File: src/rtl/mem_arbiter_if.sv
// rtl/mem_arbiter_if.sv - request/response bus bundle between requesting ports, arbiter and memory
interface mem_arbiter_if #(
  parameter int NUM_PORTS = 2,
  parameter int ADDR_W    = 32,
  parameter int DATA_W    = 32
);
  logic [NUM_PORTS-1:0]        port_req_valid;
  logic [NUM_PORTS*ADDR_W-1:0] port_req_addr;
  logic [NUM_PORTS*DATA_W-1:0] port_req_data;
  logic [NUM_PORTS*2-1:0]      port_req_fcn;
  logic [NUM_PORTS*3-1:0]      port_req_typ;
  logic [NUM_PORTS-1:0]        port_req_ready;
  logic [NUM_PORTS-1:0]        port_res_valid;
  logic [DATA_W-1:0]           port_res_data;

  logic                        mem_req_valid;
  logic [ADDR_W-1:0]           mem_req_addr;
  logic [DATA_W-1:0]           mem_req_data;
  logic [1:0]                  mem_req_fcn;
  logic [2:0]                  mem_req_typ;
  logic                        mem_req_ready;
  logic                        mem_res_valid;
  logic [DATA_W-1:0]           mem_res_data;

  // arbiter side
  modport slave (
    input  port_req_valid, port_req_addr, port_req_data, port_req_fcn, port_req_typ,
    output port_req_ready, port_res_valid, port_res_data,
    output mem_req_valid, mem_req_addr, mem_req_data, mem_req_fcn, mem_req_typ,
    input  mem_req_ready, mem_res_valid, mem_res_data
  );

  // requesters plus memory side, as seen from outside the arbiter
  modport master (
    output port_req_valid, port_req_addr, port_req_data, port_req_fcn, port_req_typ,
    input  port_req_ready, port_res_valid, port_res_data,
    input  mem_req_valid, mem_req_addr, mem_req_data, mem_req_fcn, mem_req_typ,
    output mem_req_ready, mem_res_valid, mem_res_data
  );
endinterface

File: src/rtl/mem_arbiter.sv
// rtl/mem_arbiter.sv - multi-port memory request arbiter with in-order response routing
module mem_arbiter #(
  parameter int NUM_PORTS = 2,
  parameter int ADDR_W    = 32,
  parameter int DATA_W    = 32,
  parameter int MAX_OUT   = 4,
  parameter int ARB_MODE  = 1
) (
  input  logic                     clk,
  input  logic                     rst_n,
  mem_arbiter_if.slave             bus,
  output logic [$clog2(MAX_OUT):0] outstanding,
  output logic                     err_orphan
);
  localparam int IW = $clog2(NUM_PORTS);
  localparam int PW = $clog2(MAX_OUT);
  localparam int CW = PW + 1;
  localparam logic [IW:0] NP_W = (IW+1)'(NUM_PORTS);

  typedef enum logic {ARB_OPEN, ARB_LOCKED} arb_state_t;

  arb_state_t           state;
  logic [IW-1:0]        rr_ptr;
  logic [IW-1:0]        lock_idx;
  logic [IW-1:0]        win_idx;
  logic [IW-1:0]        grant;
  logic [IW-1:0]        head_tag;
  logic [IW-1:0]        base;
  logic [IW-1:0]        offset;
  logic [IW:0]          win_sum;
  logic [NUM_PORTS-1:0] valid_rot;
  logic [PW-1:0]        wr_ptr;
  logic [PW-1:0]        rd_ptr;
  logic [IW-1:0]        tag_mem [MAX_OUT];
  logic                 locked;
  logic                 any_valid;
  logic                 full;
  logic                 push;
  logic                 pop;
  logic                 orphan;

  assign locked    = (state == ARB_LOCKED);
  assign any_valid = |bus.port_req_valid;
  assign full      = (outstanding == CW'(MAX_OUT));
  assign base      = (ARB_MODE == 0) ? '0 : rr_ptr;
  assign valid_rot = NUM_PORTS'({bus.port_req_valid, bus.port_req_valid} >> base);

  // Winner is the first valid port at or after base, wrapping past the top port
  always_comb begin
    offset = '0;
    for (int k = NUM_PORTS - 1; k >= 0; k--) begin
      if (valid_rot[k]) offset = IW'(k);
    end
    win_sum = {1'b0, base} + {1'b0, offset};
    if (win_sum >= NP_W) win_sum = win_sum - NP_W;
    win_idx = win_sum[IW-1:0];
  end

  assign grant             = locked ? lock_idx : win_idx;
  assign head_tag          = tag_mem[rd_ptr];
  assign bus.mem_req_valid = (any_valid | locked) & ~full;
  assign push              = bus.mem_req_valid & bus.mem_req_ready;
  assign pop               = bus.mem_res_valid & (outstanding != '0);
  assign orphan            = bus.mem_res_valid & (outstanding == '0);
  assign bus.port_res_data = bus.mem_res_data;

  // Mux the granted port's fields downstream and steer the response to the head tag
  always_comb begin
    bus.mem_req_addr   = '0;
    bus.mem_req_data   = '0;
    bus.mem_req_fcn    = '0;
    bus.mem_req_typ    = '0;
    bus.port_req_ready = '0;
    bus.port_res_valid = '0;
    for (int i = 0; i < NUM_PORTS; i++) begin
      if (grant == IW'(i)) begin
        bus.mem_req_addr      = bus.port_req_addr[i*ADDR_W +: ADDR_W];
        bus.mem_req_data      = bus.port_req_data[i*DATA_W +: DATA_W];
        bus.mem_req_fcn       = bus.port_req_fcn[i*2 +: 2];
        bus.mem_req_typ       = bus.port_req_typ[i*3 +: 3];
        bus.port_req_ready[i] = push;
      end
      if (head_tag == IW'(i)) bus.port_res_valid[i] = pop;
    end
  end

  // Grant lock, round-robin pointer, tag FIFO pointers, occupancy and orphan flag
  always_ff @(posedge clk or negedge rst_n) begin
    if (!rst_n) begin
      state       <= ARB_OPEN;
      lock_idx    <= '0;
      rr_ptr      <= '0;
      wr_ptr      <= '0;
      rd_ptr      <= '0;
      outstanding <= '0;
      err_orphan  <= 1'b0;
    end else begin
      if (bus.mem_req_valid && !bus.mem_req_ready) begin
        state    <= ARB_LOCKED;
        lock_idx <= grant;
      end else begin
        state <= ARB_OPEN;
      end
      if (push) begin
        wr_ptr <= wr_ptr + PW'(1);
        rr_ptr <= (grant == IW'(NUM_PORTS - 1)) ? '0 : grant + IW'(1);
      end
      if (pop) rd_ptr <= rd_ptr + PW'(1);
      if (push && !pop) outstanding <= outstanding + CW'(1);
      else if (pop && !push) outstanding <= outstanding - CW'(1);
      if (orphan) err_orphan <= 1'b1;
    end
  end

  // Tag storage is only read between rd_ptr and wr_ptr, so it carries no reset
  always_ff @(posedge clk) begin
    if (push) tag_mem[wr_ptr] <= grant;
  end
endmodule
File: src/flat_wrapper.sv
// flat-port wrapper written by rule: the top's interface ports become plain ports
module mem_arbiter_flat 
#(
  parameter int NUM_PORTS = 2,
  parameter int ADDR_W    = 32,
  parameter int DATA_W    = 32,
  parameter int MAX_OUT   = 4,
  parameter int ARB_MODE  = 1
)
  (clk, rst_n, outstanding, err_orphan, bus_port_req_valid, bus_port_req_addr, bus_port_req_data, bus_port_req_fcn, bus_port_req_typ, bus_port_req_ready, bus_port_res_valid, bus_port_res_data, bus_mem_req_valid, bus_mem_req_addr, bus_mem_req_data, bus_mem_req_fcn, bus_mem_req_typ, bus_mem_req_ready, bus_mem_res_valid, bus_mem_res_data);
  mem_arbiter_if #(.NUM_PORTS(NUM_PORTS), .ADDR_W(ADDR_W), .DATA_W(DATA_W)) bus_i ();
  input  logic clk;
  input  logic rst_n;
  output logic [$clog2(MAX_OUT):0] outstanding;
  output logic err_orphan;
  input wire logic [$bits(bus_i.port_req_valid)-1:0] bus_port_req_valid;
  input wire logic [$bits(bus_i.port_req_addr)-1:0] bus_port_req_addr;
  input wire logic [$bits(bus_i.port_req_data)-1:0] bus_port_req_data;
  input wire logic [$bits(bus_i.port_req_fcn)-1:0] bus_port_req_fcn;
  input wire logic [$bits(bus_i.port_req_typ)-1:0] bus_port_req_typ;
  output wire logic [$bits(bus_i.port_req_ready)-1:0] bus_port_req_ready;
  output wire logic [$bits(bus_i.port_res_valid)-1:0] bus_port_res_valid;
  output wire logic [$bits(bus_i.port_res_data)-1:0] bus_port_res_data;
  output wire logic [$bits(bus_i.mem_req_valid)-1:0] bus_mem_req_valid;
  output wire logic [$bits(bus_i.mem_req_addr)-1:0] bus_mem_req_addr;
  output wire logic [$bits(bus_i.mem_req_data)-1:0] bus_mem_req_data;
  output wire logic [$bits(bus_i.mem_req_fcn)-1:0] bus_mem_req_fcn;
  output wire logic [$bits(bus_i.mem_req_typ)-1:0] bus_mem_req_typ;
  input wire logic [$bits(bus_i.mem_req_ready)-1:0] bus_mem_req_ready;
  input wire logic [$bits(bus_i.mem_res_valid)-1:0] bus_mem_res_valid;
  input wire logic [$bits(bus_i.mem_res_data)-1:0] bus_mem_res_data;
  assign bus_i.port_req_valid = bus_port_req_valid;
  assign bus_i.port_req_addr = bus_port_req_addr;
  assign bus_i.port_req_data = bus_port_req_data;
  assign bus_i.port_req_fcn = bus_port_req_fcn;
  assign bus_i.port_req_typ = bus_port_req_typ;
  assign bus_port_req_ready = bus_i.port_req_ready;
  assign bus_port_res_valid = bus_i.port_res_valid;
  assign bus_port_res_data = bus_i.port_res_data;
  assign bus_mem_req_valid = bus_i.mem_req_valid;
  assign bus_mem_req_addr = bus_i.mem_req_addr;
  assign bus_mem_req_data = bus_i.mem_req_data;
  assign bus_mem_req_fcn = bus_i.mem_req_fcn;
  assign bus_mem_req_typ = bus_i.mem_req_typ;
  assign bus_i.mem_req_ready = bus_mem_req_ready;
  assign bus_i.mem_res_valid = bus_mem_res_valid;
  assign bus_i.mem_res_data = bus_mem_res_data;
  mem_arbiter #(.NUM_PORTS(NUM_PORTS), .ADDR_W(ADDR_W), .DATA_W(DATA_W), .MAX_OUT(MAX_OUT), .ARB_MODE(ARB_MODE)) u_core (.clk(clk), .rst_n(rst_n), .bus(bus_i), .outstanding(outstanding), .err_orphan(err_orphan));
endmodule
File: config.mk
export PLATFORM = sky130hd
export DESIGN_NAME = mem_arbiter_flat
export DESIGN_NICKNAME = d
export VERILOG_FILES = /design/src/rtl/mem_arbiter_if.sv /design/src/rtl/mem_arbiter.sv /design/src/flat_wrapper.sv
export SDC_FILE = /design/constraint.sdc
export NUM_CORES = 1
export LEC_CHECK = 0
export CAP_MARGIN = 10
export CELL_PAD_IN_SITES_DETAIL_PLACEMENT = 1
export CELL_PAD_IN_SITES_GLOBAL_PLACEMENT = 1
export CORE_AREA = 2 2 109 111
export CTS_BUF_LIST = sky130_fd_sc_hd__clkbuf_4
export CTS_CLUSTER_SIZE = 14
export DETAILED_ROUTE_END_ITERATION = 7
export DIE_AREA = 0 0 111 113
export DONT_BUFFER_PORTS = 1
export GPL_ROUTABILITY_DRIVEN = 0
export PLACE_DENSITY_LB_ADDON = 0.1
export SYNTH_ARGS = -nofsm -noshare
export SYNTH_HDL_FRONTEND = slang
export SYNTH_SLANG_ARGS = --single-unit
File: constraint.sdc
create_clock -name clk -period 2.8 [get_ports clk]
set_input_delay 0.28 -clock clk [delete_from_list [all_inputs] [get_ports clk]]
set_output_delay 0.28 -clock clk [all_outputs]
set_load 0.01 [all_outputs]
==> results.cfg <==
[logic_synthesis]
synthArstFlopShare_pct = 73.33
yosysTopAreaCellShare_pct = 35.57
synth_ff_type = dfrtp_1
yosysTopAreaCell = mux2_4
syn_nets = 349
synth_cell_type_count = 29
yosys_register_bits = 15
ys_top_cells_by_area = mux2_4 36%, dfrtp_1 13%, buf_4 11%
syn_area_per_cell_sq_um = 12.64
seq_area_frac_synth_pct = 18.73
yosys_warnings = 0
syn_area_sq_mm = 0.002111
syn_inst = 167
synth-edff-count = 4

[timing]
finalCriticalPeriod_ns = 2.288
hold_viol_final = 0
rsz0062_at_grt = false
setup_viol = 0
worst_slew_pin_slew_ns = 0.6385
tns_ns = 0
finalMaxSlewViolations = 0
relSlewSlack_pct = 57.43
fmax_mhz = 437.1
whs_ns = 0.1003
fin_skew_ns = 0.01311
finalCritPeriodShare_pct = 81.71

[die]
die-area_sq_mm = 0.01254
rows = 39
start_util_pct = 18.73
die_y_microns = 113
ios = 286
die-width_microns = 111
coreArea_sq_mm = 0.01127

[detailed_routing]
wirelength_mm = 7.326
drtIter0Drc = 13
drt-vias-per-instance = 4.169
drt_first_pass_iters = 2
ant_nets = 0
top_layer = met4
drc_errors = 0
wl_per_cell_microns = 26.35
routed-via-count = 1159
wl_met1_mm = 2.142
dr_wl_met3_mm = 1.059
dr_wl_met2_mm = 3.924

[min_path]
holdCritPathClass = input pin to register
min_path_cells = 1

[clock_tree]
cts_max_level = 1
cts_buffers = 3
cts_buffer_depth = 2
tritoncts = done
postCtsResizedCells = 0
clock_tree.root_cell = clkbuf_4
cts.sinks = 15
insertion_delay_ns = 0.28
cts.clk_slew.worst_paths_ns = 0.09

[power]
p_leak_uw = 0.0008379
vdd_drop_max_v = 0.0003077
pwr_density_cell_mw_per_mm2 = 993.0

[finish]
nets = 318
mostFrequentLayoutCell = mux2_4
post-route-cell-area_sq_mm = 0.001978
most-common-layout-cells = 50 x mux2_4, 16 x mux2_2, 11 x dfrtp_1
area.sequential_sq_um = 395.4
final_layout_size_suffix_gt1_share_pct = 57.78
area_delta_synth_final_pct = -6.283
multi_input_area_sq_mm = 0.001329
num-fill-cells = 1280
antenna-diode-count = 0

[worst_setup_path]
worst-path-max-fanout = 40
endpoint_kind = output port
r2r_cells = 8
cp.arrival_ns = 2.01
worstPathRequired_ns = 2.52
critPathKind = register to output port
startpoint_type = register

[job]
max_cap_viol_count = 0

[global_route]
grtUsageTotal_pct = 10.34
grt_pass1_vias = 1299
grt_overflow = 0
grt_pass1_wl_mm = 9.577
grt_max_degree = 41
antenna_found_initial = 0

[placed_design]
dp_hpwl_mm = 6.774
io_buffers = 0
dpl_cell_area_sq_mm = 0.001941

[outcome]
status = complete, no violations
[sequential cells by signal, summed over array words and instances (netlist names)]
register	count
u_core.base	1
u_core.wr_ptr	2
u_core.tag_mem	4
u_core.lock_idx	1
u_core.rd_ptr	2
u_core.locked	1
u_core.outstanding	3
u_core.err_orphan	1
[per-stage QoR]
step | worst slack [ns] | cells | power (uW) | util [%]
6_report | 0.5122 | 278 | 1964 | 17.55
5_1_grt | 0.4018 | 278 | 2100 | 17.55
4_1_cts | 0.4827 | 278 | 2015 | 17.55
3_5_place_dp | 0.5892 | 273 | 1879 | 17.22
3_3_place_gp | 0.6558 | 273 | 1860 | 17.22
2_1_floorplan | 0.7268 | 167 | 1811 | -
[area by class of cell]
cell class | instances | area share [%]
inverter | 4 | 0.7590
clock buffer | 3 | 1.139
clock inverter | 1 | 0.2530
timing repair buffer | 4 | 1.645
tap | 143 | 9.045
multi-input combinational | 108 | 67.17
sequential | 15 | 19.99
[Yosys cell counts (all sizes together) (2+ instances only)]
cell type / number
mux2: 72
buf: 40
dfrtp: 11
and2: 5
ha: 5
edfxtp: 4
inv: 4
nor2: 4
xnor2: 4
nor3: 3
nor2b: 2
nor3b: 2
xor2: 2
[worst max-delay path, stage by stage, from the launching register on]
cell	delay [ns]
dfrtp_1	0.40
a21boi_2	0.08
o31ai_4	0.22
buf_4	0.56
mux2_2	0.46
[logic make-up after synthesis]
group / Yosys count / share of synthesized area (%)
compound gates: 3 / 1.897
buf+inv: 44 / 18.32
mux: 74 / 48.84
simple gates: 19 / 5.809
xor+xnor: 6 / 2.490
fa+ha+maj: 6 / 3.912
flops: 15 / 18.73
[layer usage]
layer	vias to the layer above	GRT usage, %
met4	0	3.333
met3	8	6.642
met5	-	0
li1	490	-
met1	540	9.177
met2	121	19.14
[path summary, 6_finish.rpt]
path                       slack, ns               endpoint                   from
min in group asynchronous       0.40      u_core.err_orphan                  rst_n
hold reg to reg                 0.50       u_core.rd_ptr[1]       u_core.rd_ptr[1]
setup / recovery                0.51   bus_mem_req_data[28]            u_core.base
hold / removal                  0.10          u_core.locked      bus_mem_req_ready
setup reg to reg                0.60  u_core.outstanding[2]  u_core.outstanding[0]
max in group asynchronous       2.02          u_core.locked                  rst_n
[repair_timing]
| action | in CTS | in global routing |
|---|---|---|
| hold buffers | 1 | 0 |
| hold endpoints to repair | 11 | 0 |
| buffers inserted | 0 | 0 |
[where the power goes]
| part | switching, uW | internal, uW | leakage (uW) | total (uW) |
|---|---|---|---|---|
| clock | 71.5 | 52.9 | 0.0000177 | 124 |
| combinational | 720 | 683 | 0.000656 | 1400 |
| sequential | 110 | 327 | 0.000164 | 437 |
| total | 901 | 1060 | 0.000838 | 1960 |
Power figures use the tool's default switching activity.
